==> src/rtl/csrprot_pkg.sv <==
// Shared definitions for the serial CSR protocol: FSM encoding, field widths
// and the write flag carried in the address byte.
package csrprot_pkg;

    localparam int CSR_ADR_W = 7;
    localparam int CSR_DAT_W = 8;
    localparam logic [7:0] CSR_WRITE_FLAG = 8'h80;

    typedef enum logic [2:0] {
        S_IDLE     = 3'd0,
        S_TX_ADDR  = 3'd1,
        S_GAP_A    = 3'd2,
        S_TX_DATA  = 3'd3,
        S_GAP_D    = 3'd4,
        S_WAIT_RSP = 3'd5,
        S_RESP     = 3'd6
    } csr_state_t;

    function automatic logic [7:0] addr_byte(input logic we, input logic [CSR_ADR_W-1:0] adr);
        return (we ? CSR_WRITE_FLAG : 8'h00) | {1'b0, adr};
    endfunction

endpackage

==> src/rtl/csr_serial_master_serial.sv <==
// Byte UART (8N1, LSB first) used as the CSR link transport. A received byte
// raises ready until ready_rst; a new byte arriving on the same cycle wins.
module serial #(
    parameter int CLKS_PER_BIT = 100
) (
    input  logic       clk,
    input  logic       rst,
    input  logic       rx,
    output logic       tx,
    input  logic [7:0] dat_t,
    input  logic       txe,
    output logic [7:0] dat_r,
    output logic       ready,
    input  logic       ready_rst
);

    localparam int CNT_W = (CLKS_PER_BIT > 1) ? $clog2(CLKS_PER_BIT) : 1;
    localparam logic [CNT_W-1:0] CNT_LOAD  = CNT_W'(CLKS_PER_BIT - 1);
    localparam logic [CNT_W-1:0] HALF_LOAD = CNT_W'(CLKS_PER_BIT / 2);

    logic             tx_q, tx_d;
    logic             tx_busy_q, tx_busy_d;
    logic [CNT_W-1:0] tx_cnt_q, tx_cnt_d;
    logic [3:0]       tx_bits_q, tx_bits_d;
    logic [8:0]       tx_sh_q, tx_sh_d;

    logic             rx_meta_q, rx_sync_q;
    logic             rx_busy_q, rx_busy_d;
    logic [CNT_W-1:0] rx_cnt_q, rx_cnt_d;
    logic [3:0]       rx_bit_q, rx_bit_d;
    logic [7:0]       rx_sh_q, rx_sh_d;
    logic [7:0]       dat_r_q, dat_r_d;
    logic             ready_q, ready_d;

    always_comb begin
        tx_d      = tx_q;
        tx_busy_d = tx_busy_q;
        tx_cnt_d  = tx_cnt_q;
        tx_bits_d = tx_bits_q;
        tx_sh_d   = tx_sh_q;
        if (!tx_busy_q) begin
            if (txe) begin
                tx_sh_d   = {1'b1, dat_t};
                tx_d      = 1'b0;
                tx_bits_d = 4'd9;
                tx_cnt_d  = CNT_LOAD;
                tx_busy_d = 1'b1;
            end
        end else if (tx_cnt_q == '0) begin
            tx_cnt_d = CNT_LOAD;
            if (tx_bits_q == 4'd0) begin
                tx_busy_d = 1'b0;
            end else begin
                tx_d      = tx_sh_q[0];
                tx_sh_d   = {1'b0, tx_sh_q[8:1]};
                tx_bits_d = tx_bits_q - 4'd1;
            end
        end else begin
            tx_cnt_d = tx_cnt_q - CNT_W'(1);
        end
    end

    // bit 0 is the start-bit check at mid-bit, 1..8 data, 9 the stop bit
    always_comb begin
        rx_busy_d = rx_busy_q;
        rx_cnt_d  = rx_cnt_q;
        rx_bit_d  = rx_bit_q;
        rx_sh_d   = rx_sh_q;
        dat_r_d   = dat_r_q;
        ready_d   = ready_q & ~ready_rst;
        if (!rx_busy_q) begin
            if (!rx_sync_q) begin
                rx_busy_d = 1'b1;
                rx_bit_d  = 4'd0;
                rx_cnt_d  = HALF_LOAD;
            end
        end else if (rx_cnt_q == '0) begin
            rx_cnt_d = CNT_LOAD;
            if (rx_bit_q == 4'd0) begin
                if (rx_sync_q) rx_busy_d = 1'b0;
                else           rx_bit_d  = 4'd1;
            end else if (rx_bit_q == 4'd9) begin
                rx_busy_d = 1'b0;
                if (rx_sync_q) begin
                    ready_d = 1'b1;
                    dat_r_d = rx_sh_q;
                end
            end else begin
                rx_sh_d  = {rx_sync_q, rx_sh_q[7:1]};
                rx_bit_d = rx_bit_q + 4'd1;
            end
        end else begin
            rx_cnt_d = rx_cnt_q - CNT_W'(1);
        end
    end

    always_ff @(posedge clk or negedge rst) begin
        if (!rst) begin
            tx_q      <= 1'b1;
            tx_busy_q <= 1'b0;
            tx_cnt_q  <= '0;
            tx_bits_q <= '0;
            tx_sh_q   <= '0;
            rx_meta_q <= 1'b1;
            rx_sync_q <= 1'b1;
            rx_busy_q <= 1'b0;
            rx_cnt_q  <= '0;
            rx_bit_q  <= '0;
            rx_sh_q   <= '0;
            dat_r_q   <= '0;
            ready_q   <= 1'b0;
        end else begin
            tx_q      <= tx_d;
            tx_busy_q <= tx_busy_d;
            tx_cnt_q  <= tx_cnt_d;
            tx_bits_q <= tx_bits_d;
            tx_sh_q   <= tx_sh_d;
            rx_meta_q <= rx;
            rx_sync_q <= rx_meta_q;
            rx_busy_q <= rx_busy_d;
            rx_cnt_q  <= rx_cnt_d;
            rx_bit_q  <= rx_bit_d;
            rx_sh_q   <= rx_sh_d;
            dat_r_q   <= dat_r_d;
            ready_q   <= ready_d;
        end
    end

    assign tx    = tx_q;
    assign dat_r = dat_r_q;
    assign ready = ready_q;

endmodule

==> src/rtl/csr_serial_master.sv <==
// Serial CSR initiator: one read/write command at a time, framed over the
// serial UART, one-byte reply. Optional reply timeout: CSR_SERIAL_MASTER_TIMEOUT_EN.
module csr_serial_master
    import csrprot_pkg::*;
#(
    parameter int TX_GAP      = 1100,
    parameter int RSP_TIMEOUT = 65535
) (
    input  logic                 clk,
    input  logic                 rst,
    input  logic                 serial_rx,
    output logic                 serial_tx,
    input  logic                 cmd_valid,
    output logic                 cmd_ready,
    input  logic                 cmd_we,
    input  logic [CSR_ADR_W-1:0] cmd_adr,
    input  logic [CSR_DAT_W-1:0] cmd_dat_w,
    output logic                 rsp_valid,
    output logic [CSR_DAT_W-1:0] rsp_dat,
    output logic                 rsp_err,
    output logic                 busy
);

    // The byte gap must cover one 10-bit frame, so the bit time is derived from it.
    localparam int CLKS_PER_BIT = (TX_GAP / 11 > 0) ? TX_GAP / 11 : 1;
    localparam int GAP_W = (TX_GAP > 1) ? $clog2(TX_GAP) : 1;
    localparam logic [GAP_W-1:0] GAP_LOAD = GAP_W'(TX_GAP - 1);

    csr_state_t           state_q, state_d;
    logic                 we_q, we_d;
    logic [CSR_ADR_W-1:0] adr_q, adr_d;
    logic [CSR_DAT_W-1:0] dat_w_q, dat_w_d;
    logic [GAP_W-1:0]     gap_q, gap_d;
    logic [7:0]           dat_t_q, dat_t_d;
    logic                 txe_q, txe_d;
    logic                 ready_rst_q, ready_rst_d;
    logic                 rsp_valid_q, rsp_valid_d;
    logic [CSR_DAT_W-1:0] rsp_dat_q, rsp_dat_d;
    logic                 rsp_err_q, rsp_err_d;
    logic                 busy_q, busy_d;
    logic [7:0]           dat_r;
    logic                 ready;
`ifdef CSR_SERIAL_MASTER_TIMEOUT_EN
    localparam logic [15:0] TO_LOAD = 16'(RSP_TIMEOUT);
    logic [15:0]          to_q, to_d;
`endif

    serial #(
        .CLKS_PER_BIT(CLKS_PER_BIT)
    ) u_serial (
        .clk      (clk),
        .rst      (rst),
        .rx       (serial_rx),
        .tx       (serial_tx),
        .dat_t    (dat_t_q),
        .txe      (txe_q),
        .dat_r    (dat_r),
        .ready    (ready),
        .ready_rst(ready_rst_q)
    );

    always_comb begin
        state_d     = state_q;
        we_d        = we_q;
        adr_d       = adr_q;
        dat_w_d     = dat_w_q;
        gap_d       = gap_q;
        dat_t_d     = dat_t_q;
        txe_d       = 1'b0;
        ready_rst_d = 1'b0;
        rsp_valid_d = 1'b0;
        rsp_dat_d   = rsp_dat_q;
        rsp_err_d   = rsp_err_q;
        busy_d      = busy_q;
`ifdef CSR_SERIAL_MASTER_TIMEOUT_EN
        to_d        = to_q;
`endif
        case (state_q)
            S_IDLE: begin
                // ready stays high for the cycle the flush pulse is in flight
                if (ready && !ready_rst_q) ready_rst_d = 1'b1;
                if (cmd_valid) begin
                    we_d    = cmd_we;
                    adr_d   = cmd_adr;
                    dat_w_d = cmd_dat_w;
                    busy_d  = 1'b1;
                    state_d = S_TX_ADDR;
                end
            end
            S_TX_ADDR: begin
                dat_t_d = addr_byte(we_q, adr_q);
                txe_d   = 1'b1;
                gap_d   = GAP_LOAD;
                state_d = S_GAP_A;
            end
            S_GAP_A, S_GAP_D: begin
                if (gap_q == '0) begin
                    if (state_q == S_GAP_A && we_q) begin
                        state_d = S_TX_DATA;
                    end else begin
                        state_d = S_WAIT_RSP;
`ifdef CSR_SERIAL_MASTER_TIMEOUT_EN
                        to_d    = TO_LOAD;
`endif
                    end
                end else begin
                    gap_d = gap_q - GAP_W'(1);
                end
            end
            S_TX_DATA: begin
                dat_t_d = dat_w_q;
                txe_d   = 1'b1;
                gap_d   = GAP_LOAD;
                state_d = S_GAP_D;
            end
            S_WAIT_RSP: begin
                if (ready) begin
                    ready_rst_d = 1'b1;
                    rsp_dat_d   = dat_r;
                    rsp_err_d   = we_q && (dat_r != dat_w_q);
                    state_d     = S_RESP;
`ifdef CSR_SERIAL_MASTER_TIMEOUT_EN
                end else if (to_q == 16'd0) begin
                    rsp_dat_d = 8'hFF;
                    rsp_err_d = 1'b1;
                    state_d   = S_RESP;
                end else begin
                    to_d = to_q - 16'd1;
`endif
                end
            end
            S_RESP: begin
                rsp_valid_d = 1'b1;
                busy_d      = 1'b0;
                state_d     = S_IDLE;
            end
            default: state_d = S_IDLE;
        endcase
    end

    always_ff @(posedge clk or negedge rst) begin
        if (!rst) begin
            state_q     <= S_IDLE;
            we_q        <= 1'b0;
            adr_q       <= '0;
            dat_w_q     <= '0;
            gap_q       <= '0;
            dat_t_q     <= '0;
            txe_q       <= 1'b0;
            ready_rst_q <= 1'b0;
            rsp_valid_q <= 1'b0;
            rsp_dat_q   <= '0;
            rsp_err_q   <= 1'b0;
            busy_q      <= 1'b0;
`ifdef CSR_SERIAL_MASTER_TIMEOUT_EN
            to_q        <= '0;
`endif
        end else begin
            state_q     <= state_d;
            we_q        <= we_d;
            adr_q       <= adr_d;
            dat_w_q     <= dat_w_d;
            gap_q       <= gap_d;
            dat_t_q     <= dat_t_d;
            txe_q       <= txe_d;
            ready_rst_q <= ready_rst_d;
            rsp_valid_q <= rsp_valid_d;
            rsp_dat_q   <= rsp_dat_d;
            rsp_err_q   <= rsp_err_d;
            busy_q      <= busy_d;
`ifdef CSR_SERIAL_MASTER_TIMEOUT_EN
            to_q        <= to_d;
`endif
        end
    end

    // Held low while reset is asserted even though the state already reads IDLE.
    assign cmd_ready = rst && (state_q == S_IDLE);
    assign rsp_valid = rsp_valid_q;
    assign rsp_dat   = rsp_dat_q;
    assign rsp_err   = rsp_err_q;
    assign busy      = busy_q;

endmodule

==> config.mk <==
export PLATFORM = sky130hd
export DESIGN_NAME = csr_serial_master
export DESIGN_NICKNAME = d
export VERILOG_FILES = /design/src/rtl/csrprot_pkg.sv /design/src/rtl/csr_serial_master_serial.sv /design/src/rtl/csr_serial_master.sv
export SDC_FILE = /design/constraint.sdc
export NUM_CORES = 1
export LEC_CHECK = 0
export ABC_AREA = 1
export CORE_MARGIN = 1.5
export CORE_UTILIZATION = 25
export DETAILED_ROUTE_END_ITERATION = 8
export GPL_TIMING_DRIVEN = 1
export SLEW_MARGIN = 20
export SYNTH_ARGS = -nofsm -noshare
export SYNTH_HDL_FRONTEND = slang
export SYNTH_SLANG_ARGS = --single-unit
==> constraint.sdc <==
create_clock -name clk -period 5.35 [get_ports clk]
set_clock_uncertainty 0.2 [all_clocks]
set_input_delay 1.07 -clock clk [delete_from_list [all_inputs] [get_ports clk]]
set_output_delay 1.07 -clock clk [all_outputs]
set_load 0.005 [all_outputs]
==> summary.md, run 1 <==
| Metric | Value |
|---|---|
| Final Hold Viols | `0` |
| Post-detailed-route count of antenna-violating nets | `0` |
| Syn Std Cell Area | `a little over 5000 µm²` |
| Grt total ovfl | `0` |
| Synth top cells by count | `127 x nand2_1, 101 x dfrtp_1, 64 x inv_1` |
| Slowest stage cell, crit path | `clkdlybuf4s50_1` |
| Synth Instances | `roughly 560` |
| Leading area contributor after synthesis | `dfrtp_1` |
| Clock Sinks | `between 100 and 150` |
| Final setup vio count | `0` |
| Via density | `4.248` |
| Rel. slew slack | `between 50% and 60%` |
| Post-CTS Setup Inserts | `0` |
| RSZ-0062 raised after global routing | `false` |
| Min-Delay Path Class | `reg -> reg` |
| Hold_ws | `between 0.15 and 0.2 ns` |
| Total CTS buffers | `9` |
| Core Footprint | `19590 µm²` |
| Worst Path Required | `just over 4 ns` |
| Worst-margin pin slew | `roughly 0.7 ns` |
| Max_cap viols | `0` |
| Mean post-synth cell area | `9.041 µm²` |
| H-tree depth | `3` |
| Root cell of the clock tree | `clkbuf_16` |
| Starting Density | `approximately a quarter` |
| DR DRC count | `0` |
| Synth cell types | `35` |
| Leak | `roughly 2.7 nW` |
| Post-synth top flop | `dfrtp_1` |
| Max FO, Critical Path | `50` |
| Layout cells sized above 1 | `about 14%` |
| Synth area leaders | `dfrtp_1 50%, nand2_1 9.5%, inv_1 4.8%, o21ai_2 4.7%, o21ai_0 4.6%` |
| Yosys top cell area share | `between 50 and 60%` |
| Post-synth EDFFs | `0` |
| Sequential share of the synthesized area | `between 50% and 60%` |
| Synth warn | `0` |
| Tot GR Track Use | `10.14%` |
| Reg clk slew, reported paths | `approximately 0.060 ns` |
| Row count | `approximately 50` |
| Fin util | `30.21%` |
| Area grow syn2layout | `17.52%` |
| Largest net degree at the start of global routing | `57` |
| Fmax | `~0.28 GHz` |
| Setup_tns | `0 ns` |
| # diodes | `0` |
| First-pass GRT wire length | `~18 mm` |
| Power per cell area | `448.8 nW/µm²` |
| Clk_lat worst skew | `~0.35 ns` |
| Drt initial violations | `182` |
| Initial antenna violation count | `0` |
| Count leader, synth | `nand2_1` |
| Port bufs | `32` |
| Async SR Flop Fraction | `100.0%` |
| CP arrival | `between 2 and 2.5 ns` |
| Post-DP HPWL | `just over 7 mm` |
| Die width | `~140 µm` |
| Synthesized Nets | `~600` |
| Die Area | `about 21000 µm²` |
| Post_cts resized | `0` |
| Tcrit/Tclk final | `~67%` |
| CP Launch Type | `primary input` |
| Post-DR wirelength/cell | `11.71 µm` |
| CTS tree | `yes` |
| Net count reported at finish | `613` |
| Max-slew violation count | `0` |
| Via Count | `approximately 3600` |
| Status | `completed` |
| GP Congestion | `roughly 0.8` |
| Setup crit end kind | `primary output` |
| Worst-path cell chain | `buf_4 > inv_1 > nor2_1 > clkdlybuf4s50_1` |
| CTS Hold Bufs | `0` |
| Placed cells | `840` |
| Fillers | `about 2100` |
| CP peak stage delay | `approximately 0.51 ns` |
| VDD IR-drop max | `about 230 µV` |
| Min Clock Period, post-route | `about 3.6 ns` |
| Yosys reg bits | `between 100 and 150` |
| Setup WS post-layout | `approximately 1.8 ns` |
| Number of global-route vias before repair | `about 3700` |
| Non-Filler Instances | `about 860` |
| Longest Clk Path Bufs | `2` |
| Setup CP Type | `in -> out` |
| Final WL | `about 10 mm` |
| DRT Pass-1 Iters | `4` |
| Pre-CTS setup slack | `roughly 1.7 ns` |
| I/O Pins | `33` |
| Die height | `144.9 µm` |
final cells by class:
| class | instances | area [µm²] | share of cell area [%] |
|---|---|---|---|
| inverters | 69 | 259.0 | 4.376 |
| repair buffers | 33 | 325.3 | 5.497 |
| clock buffers | 10 | 229.0 | 3.869 |
| well taps | 265 | 331.6 | 5.603 |
| clock inverters | 6 | 116.4 | 1.966 |
| flip-flops and latches | 104 | 2606 | 44.04 |
| multi-input cells | 369 | 2051 | 34.65 |
worst paths after layout:
kind	startpoint	to	slack, ns	cells after the start
max	rst	cmd_ready	1.76	4
min	u_serial.rx_meta_q	u_serial.rx_sync_q	0.16	0
max reg2reg	u_serial.tx_cnt_q[0]	u_serial.tx_sh_q[5]	3.26	7
min reg2reg	u_serial.rx_meta_q	u_serial.rx_sync_q	0.16	0
max in group asynchronous	rst	gap_q[7]	3.24	2
min in group asynchronous	rst	u_serial.rx_bit_q[3]	0.53	1
flip-flops by register name, indices dropped and copies added (netlist names), 4 cells and up:
signal and flops:
u_serial.rx_bit_q 4, u_serial.tx_sh_q 9, u_serial.tx_cnt_q 7, u_serial.rx_sh_q 8, dat_t_q 8, u_serial.tx_bits_q 4
rsp_dat 8, gap_q 11, u_serial.rx_cnt_q 7, dat_w_q 8, u_serial.dat_r 8, adr_q 7
critical path, delay by kind of cell:
family,cells,cell delay (ns)
buf+inv,3,1.10
simple gates,1,0.13
power breakdown:
part / switching (mW) / internal [mW]
Sequential: 0.142 / 0.993
Clock: 0.299 / 0.461
Combinational: 0.465 / 0.296
cells in the final DEF, fill, tap and decap left out, drive strengths merged:
master	instances
nand2	131
dfrtp	101
o21ai	81
inv	70
nor2	49
clkdlybuf4s50	31
nand3	26
a21oi	24
xor2	13
nand4	13
clkbuf	10
mux2	7
ha	7
o22ai	4
o21bai	3
xnor2	3
a22oi	3
bufinv	3
dfstp	3
or2	2
clkinv	2
buf	2
nand3b	2
a31oi	1
routing by layer:
| metal | share of wire, % | GRT usage [%] | vias up |
|---|---|---|---|
| met2 | 47 | 16.58 | 33 |
| li1 | - | - | 1862 |
| met5 | 0 | 0 | - |
| met1 | 49 | 13.34 | 1730 |
| met3 | 3.0 | 2.704 | 11 |
| met4 | 0.82 | 2.371 | 0 |
metrics by stage:
| stage | total power, mW | area [µm²] |
|---|---|---|
| global placement | 1.897 | 5573 |
| global route | 2.860 | 5918 |
| finish | 2.656 | 5918 |
| CTS | 2.692 | 5918 |
| floorplan | 1.730 | 5036 |
| detailed placement | 1.923 | 5573 |
kinds of logic after synthesis:
logic type	after synthesis	synth area share, %
AND/OR/NAND/NOR	223	20.25
AO/OA/AOI/OAI	116	14.38
flip-flops	104	51.75
buffers and inverters	84	7.528
XOR/XNOR	16	2.783
multiplexers	7	1.565
adder cells (fa/ha/maj)	7	1.739
Power figures use the tool's default switching activity.
==> inputs of run 2 (changes only) <==
==> constraint.sdc (replaced) <==
create_clock -name clk -period 3.4 [get_ports clk]
set_clock_uncertainty 0.2 [all_clocks]
set_input_delay 0.68 -clock clk [delete_from_list [all_inputs] [get_ports clk]]
set_output_delay 0.68 -clock clk [all_outputs]
set_load 0.005 [all_outputs]
==> summary.md, run 2 (synthesis gave the netlist of run 1 again) <==
| Metric | Value |
|---|---|
| H-tree depth | `3 (unchanged)` |
| Largest net degree at the start of global routing | `59 (+3.5%)` |
| Post-route cell area | `5876 µm² (-0.72%)` |
| Longest Clk Path Bufs | `2 (unchanged)` |
| Most frequent cells in the layout | `127 x nand2_1, 101 x dfrtp_1, 64 x inv_1, 46 x o21ai_0, 41 x nor2_1` |
| Worst path bufs/invs | `1 (-2)` |
| Tcrit/Tclk final | `between 80% and 90%` |
| Port bufs | `32 (unchanged)` |
| Reg clk slew, reported paths | `0.07 ns (about the same)` |
| CTS tree | `yes` |
| Clk_lat worst skew | `0.35 ns (about the same)` |
| Starting Density | `25.71% (unchanged)` |
| Setup_tns | `0 ns (unchanged)` |
| Slowest stage cell, crit path | `dfrtp_1` |
| Status | `completed` |
| Total CTS buffers | `9 (unchanged)` |
| Layout cells sized above 1 | `14.19% (+0.15 points)` |
| I/O Pins | `33 (unchanged)` |
| Worst Path Required | `2.52 ns (-1.56 ns)` |
| Worst-margin pin slew | `0.7162 ns (+0.005580 ns)` |
| Setup crit end kind | `primary output` |
| Setup CP Type | `reg -> out` |
| Max-slew violation count | `0 (unchanged)` |
| Largest Register | `gap_q` |
| Layer with the highest usage | `met2` |
| Worst-path cell chain | `nor2_2 > nand2_1 > nor2_1 > clkdlybuf4s50_1` |
| Row count | `51 (unchanged)` |
| Drt initial violations | `174 (-4.4%)` |
| Post_cts resized | `0 (unchanged)` |
| Post-DR wirelength/cell | `11.40 µm (-2.7%)` |
| GR Util met2 | `15.41% (-1.2 points)` |
| Area grow syn2layout | `16.67%` |
| Leak | `2.666 nW (-0.57%)` |
| RSZ-0062 raised after global routing | `false` |
| Root cell of the clock tree | `clkbuf_16` |
| # diodes | `0 (unchanged)` |
| Via density | `4.204 (-1.0%)` |
| GP Congestion | `0.7803 (-1.2%)` |
| Final setup vio count | `0 (unchanged)` |
| Power per cell area | `683.9 nW/µm² (+52%)` |
| Die width | `144.9 µm (unchanged)` |
| DRT Pass-1 Iters | `4 (unchanged)` |
| CP arrival | `2.01 ns (-0.31 ns)` |
| R2R setup slack | `1.34 ns (-1.92 ns)` |
| CTS Hold Bufs | `0 (unchanged)` |
| Min Clock Period, post-route | `just under 3 ns` |
| DR DRC count | `0 (unchanged)` |
| Clock Sinks | `104 (unchanged)` |
| Net count reported at finish | `614 (+0.16%)` |
| Grt total ovfl | `0 (unchanged)` |
| Post-CTS Setup Inserts | `0 (unchanged)` |
| Final WL | `9.766 mm (-2.6%)` |
| CP Launch Type | `flop` |
| Tot GR Track Use | `9.797% (-0.35 points)` |
| Rel. slew slack | `52.26% (-0.37 points)` |
| Post-DP HPWL | `7.106 mm (-0.72%)` |
| VDD IR-drop max | `306.6 µV (+31%)` |
| Commonest non-fill, non-tap cell in the layout | `nand2_1` |
| Top flop regs | `gap_q x11, u_serial.tx_sh_q x9` |
| Final Hold Viols | `0 (unchanged)` |
| Hold_ws | `0.1576 ns (+0.0001710 ns)` |
| Initial antenna violation count | `0 (unchanged)` |
| Top delay family on crit path | `flip-flops` |
| Largest register FFs | `11 (unchanged)` |
| GR Layer Usage met1 | `13.34% (about the same)` |
| Fmax | `0.3465 GHz` |
| Die height | `144.9 µm (unchanged)` |
| Die Area | `21000 µm² (unchanged)` |
| Number of global-route vias before repair | `3484 (-5.2%)` |
| Max_cap viols | `0 (unchanged)` |
| Post-detailed-route count of antenna-violating nets | `0 (unchanged)` |
| Max FO, Critical Path | `21 (-58%)` |
| Min-Delay Path Class | `reg -> reg` |
| CP peak stage delay | `0.60 ns (+0.09 ns)` |
| Total Power | `4.018 mW (+51%)` |
| Core Footprint | `19590 µm² (unchanged)` |
| Placed inst area | `5580 µm² (+0.13%)` |
| Met3 usage | `2.484% (-0.22 points)` |
| First-pass GRT wire length | `16.90 mm (-4.4%)` |
| Via Count | `3603 (-0.91%)` |
[run 2: cell type report]
type | count | area, µm²
fillers | 2075 | 13710
clock inverters | 6 | 66.31
clock buffers | 10 | 229.0
well taps | 265 | 331.6
multi-input cells | 369 | 2051
flip-flops and latches | 104 | 2606
repair buffers | 34 | 332.8
inverters | 69 | 259.0
[run 2: through the flow]
stage	utilization [%]	setup WS [ns]	instances
after floorplan	-	1.692	557
after global placement	28.49	0.8887	841
after detailed placement	28.49	0.8777	841
after CTS	29.99	0.4838	857
after global routing	29.99	0.3850	857
final	29.99	0.5142	857
[run 2: worst paths after layout]
path | startpoint | endpoint | cells after the start
hold reg to reg | u_serial.rx_meta_q | u_serial.rx_sync_q | 0
min in group asynchronous | rst | u_serial.dat_r[0] | 2
max in group asynchronous | rst | u_serial.tx_bits_q[2] | 3
hold / removal | u_serial.rx_meta_q | u_serial.rx_sync_q | 0
setup / recovery | state_q[1] | cmd_ready | 4
setup reg to reg | u_serial.tx_cnt_q[0] | u_serial.tx_bits_q[3] | 7
[run 2: worst register-to-register path, cell delays in order (launching register included)]
cell	delay, ns
dfrtp_1	0.38
inv_1	0.12
ha_1	0.24
nand3_2	0.15
o21ai_4	0.25
nand2_2	0.35
nand2_1	0.15
o21ai_0	0.09
[run 2: per-layer routing]
metal	share of wire, %	vias up
met5	0	-
met4	1.0	0
met3	2.5	12
met2	45	30
met1	51	1697
li1	-	1864
[run 2: power breakdown]
part | switching (mW) | internal, mW | leakage, nW | total [mW]
Sequential | 0.224 | 1.56 | 1.31 | 1.79
Combinational | 0.731 | 0.466 | 1.21 | 1.20
Clock | 0.459 | 0.575 | 0.147 | 1.03
Total | 1.41 | 2.60 | 2.67 | 4.02
==> inputs of run 3 (changes only) <==
==> constraint.sdc (replaced) <==
create_clock -name clk -period 2.5 [get_ports clk]
set_clock_uncertainty 0.2 [all_clocks]
set_input_delay 0.5 -clock clk [delete_from_list [all_inputs] [get_ports clk]]
set_output_delay 0.5 -clock clk [all_outputs]
set_load 0.005 [all_outputs]
==> summary.md, run 3 (synthesis gave the netlist of run 1 again) <==
| Metric | Value |
|---|---|
| GP Congestion | `0.7670 (-1.7%)` |
| DR DRC count | `0 (unchanged)` |
| Largest Register | `gap_q` |
| Seq pwr share | `44.0% (-0.5 points)` |
| Top flop regs | `gap_q x11, u_serial.tx_sh_q x9` |
| Clock Sinks | `104 (unchanged)` |
| Max FO, Critical Path | `8 (-62%)` |
| Tot GR Track Use | `10.19% (+0.39 points)` |
| Number of global-route vias before repair | `3717 (+6.7%)` |
| Fillers | `2068 (-0.34%)` |
| Min-Delay Path Class | `in -> async` |
| Post-DR wirelength/cell | `11.66 µm (+2.3%)` |
| Via density | `4.274 (+1.7%)` |
| Longest Clk Path Bufs | `2 (unchanged)` |
| Status | `completed` |
| Die Area | `21000 µm² (unchanged)` |
| # diodes | `0 (unchanged)` |
| Starting Density | `25.71% (unchanged)` |
| Core Footprint | `19590 µm² (unchanged)` |
| Max-slew violation count | `0 (unchanged)` |
| Post-DP HPWL | `7.241 mm (+1.9%)` |
| Setup_tns | `0 ns (unchanged)` |
| Net count reported at finish | `616 (+0.33%)` |
| CP Launch Type | `flop` |
| Switching Fraction | `36.24% (+1.1 points)` |
| Clk_lat worst skew | `0.35 ns (about the same)` |
| Grt total ovfl | `0 (unchanged)` |
| Largest net degree at the start of global routing | `58 (-1.7%)` |
| Tcrit/Tclk final | `a little under 100%` |
| Most frequent cells in the layout | `127 x nand2_1, 101 x dfrtp_1, 64 x inv_1, 46 x o21ai_0, 41 x nor2_1` |
| VDD IR-drop max | `397.1 µV (+30%)` |
| Clock network power share | `25.0% (-0.7 points)` |
| Total CTS buffers | `9 (unchanged)` |
| I/O Pins | `33 (unchanged)` |
| Rel. slew slack | `51.74% (-0.52 points)` |
| Final Hold Viols | `0 (unchanged)` |
| CP arrival | `1.70 ns (-0.31 ns)` |
| Initial antenna violation count | `0 (unchanged)` |
| Slowest stage cell, crit path | `clkdlybuf4s50_1` |
| Reg clk slew, reported paths | `0.07 ns (about the same)` |
| Worst-path cell chain | `inv_2 > nand2_1 > nor2_1 > clkdlybuf4s50_1` |
| Int Pwr | `3.482 mW (+34%)` |
| Max_cap viols | `0 (unchanged)` |
| DRT Pass-1 Iters | `4 (unchanged)` |
| CTS tree | `yes` |
| Worst-margin pin slew | `0.7240 ns (+0.007810 ns)` |
| Placed cells | `843 (+0.24%)` |
| Via Count | `3671 (+1.9%)` |
| Combinational power share | `31.0% (+1.2 points)` |
| Row count | `51 (unchanged)` |
| Leak | `2.667 nW (about the same)` |
| First-pass GRT wire length | `17.79 mm (+5.3%)` |
| Min Clock Period, post-route | `around 2.4 ns` |
| Power per cell area | `927.4 nW/µm² (+36%)` |
| Non-Filler Instances | `859 (+0.23%)` |
| CTS Hold Bufs | `0 (unchanged)` |
| Drt initial violations | `166 (-4.6%)` |
| Post-detailed-route count of antenna-violating nets | `0 (unchanged)` |
| Setup CP Type | `reg -> out` |
| Root cell of the clock tree | `clkbuf_16` |
| Worst path bufs/invs | `2 (+1)` |
| Fmax | `0.4161 GHz` |
| Switching pwr | `1.980 mW (+40%)` |
| Worst Path Required | `1.80 ns (-0.72 ns)` |
| Setup crit end kind | `primary output` |
| Commonest non-fill, non-tap cell in the layout | `nand2_1` |
| Final setup vio count | `0 (unchanged)` |
| Final WL | `10.02 mm (+2.6%)` |
| Die height | `144.9 µm (unchanged)` |
| H-tree depth | `3 (unchanged)` |
| Area grow syn2layout | `16.94%` |
| Top delay family on crit path | `buffers and inverters` |
| Die width | `144.9 µm (unchanged)` |
| RSZ-0062 raised after global routing | `false` |
| Largest register FFs | `11 (unchanged)` |
| CP peak stage delay | `0.50 ns (-0.10 ns)` |
| Layout cells sized above 1 | `14.65% (+0.46 points)` |
| Port bufs | `32 (unchanged)` |
-- run 3: cell count changes in the layout (fill, tap and decap cells not counted) --
cell,before,now
nor2_4,3,4
inv_8,0,2
bufinv_16,1,0
nor2_2,5,4
inv_6,2,1
buf_4,3,5
clkinvlp_4,0,2
clkinv_4,1,2
clkbuf_1,1,0
clkinv_2,2,0
-- run 3: power by group through the flow --
stage          clock network [mW]  logic (mW)  registers (mW)
2_1_floorplan                   0        1.36            2.35
3_3_place_gp                    0        1.69            2.42
3_5_place_dp                    0        1.72            2.43
4_1_cts                      1.41        1.73            2.40
5_1_grt                      1.48        1.98            2.46
6_report                     1.37        1.69            2.40
-- run 3: final cells by class --
cell class              instances  area, µm²  share of cell area [%]
multi-input cells             369       2056                   34.91
inverters                      69      259.0                   4.398
well taps                     265      331.6                   5.630
repair buffers                 36      347.8                   5.906
clock buffers                   9      225.2                   3.824
clock inverters                 7      63.81                   1.083
flip-flops and latches        104       2606                   44.25
-- run 3: through the flow --
stage / power, mW / setup WS, ns / hold WS (ns) / util (%) / area (µm²)
2_1_floorplan: 3.702 / 0.7983 / 0.004409 / - / 5036
3_3_place_gp: 4.104 / 0.4311 / 0.1472 / 28.56 / 5595
3_5_place_dp: 4.145 / 0.4196 / 0.1472 / 28.56 / 5595
4_1_cts: 5.532 / 0.03475 / 0.1214 / 30.04 / 5884
5_1_grt: 5.916 / 0.001633 / 0.1653 / 30.06 / 5889
6_report: 5.462 / 0.09690 / 0.1043 / 30.06 / 5889
-- run 3: timing repair --
item	CTS	global route
setup endpoints to repair	0	1
setup buffers	0	0
gates resized for setup	0	1
-- run 3: layer usage --
layer  wire [µm]  share of wire [%]  track usage, %  vias up
met3         307                3.1           2.642        9
met5           0                  0               0        -
met1        4974                 50           13.35     1751
li1            -                  -               -     1871
met4          92               0.92           2.165        0
met2        4644                 46           16.87       40
-- run 3: path summary, 6_finish.rpt --
kind	startpoint	to	slack [ns]	cells after the start
min in group clk	u_serial.rx_meta_q	u_serial.rx_sync_q	0.16	0
hold / removal	rst	u_serial.rx_bit_q[1]	0.10	2
max in group asynchronous	rst	dat_t_q[5]	0.90	3
setup reg to reg	u_serial.tx_cnt_q[0]	u_serial.tx_bits_q[3]	0.44	7
setup / recovery	state_q[2]	cmd_ready	0.1	4
hold reg to reg	u_serial.rx_meta_q	u_serial.rx_sync_q	0.16	0
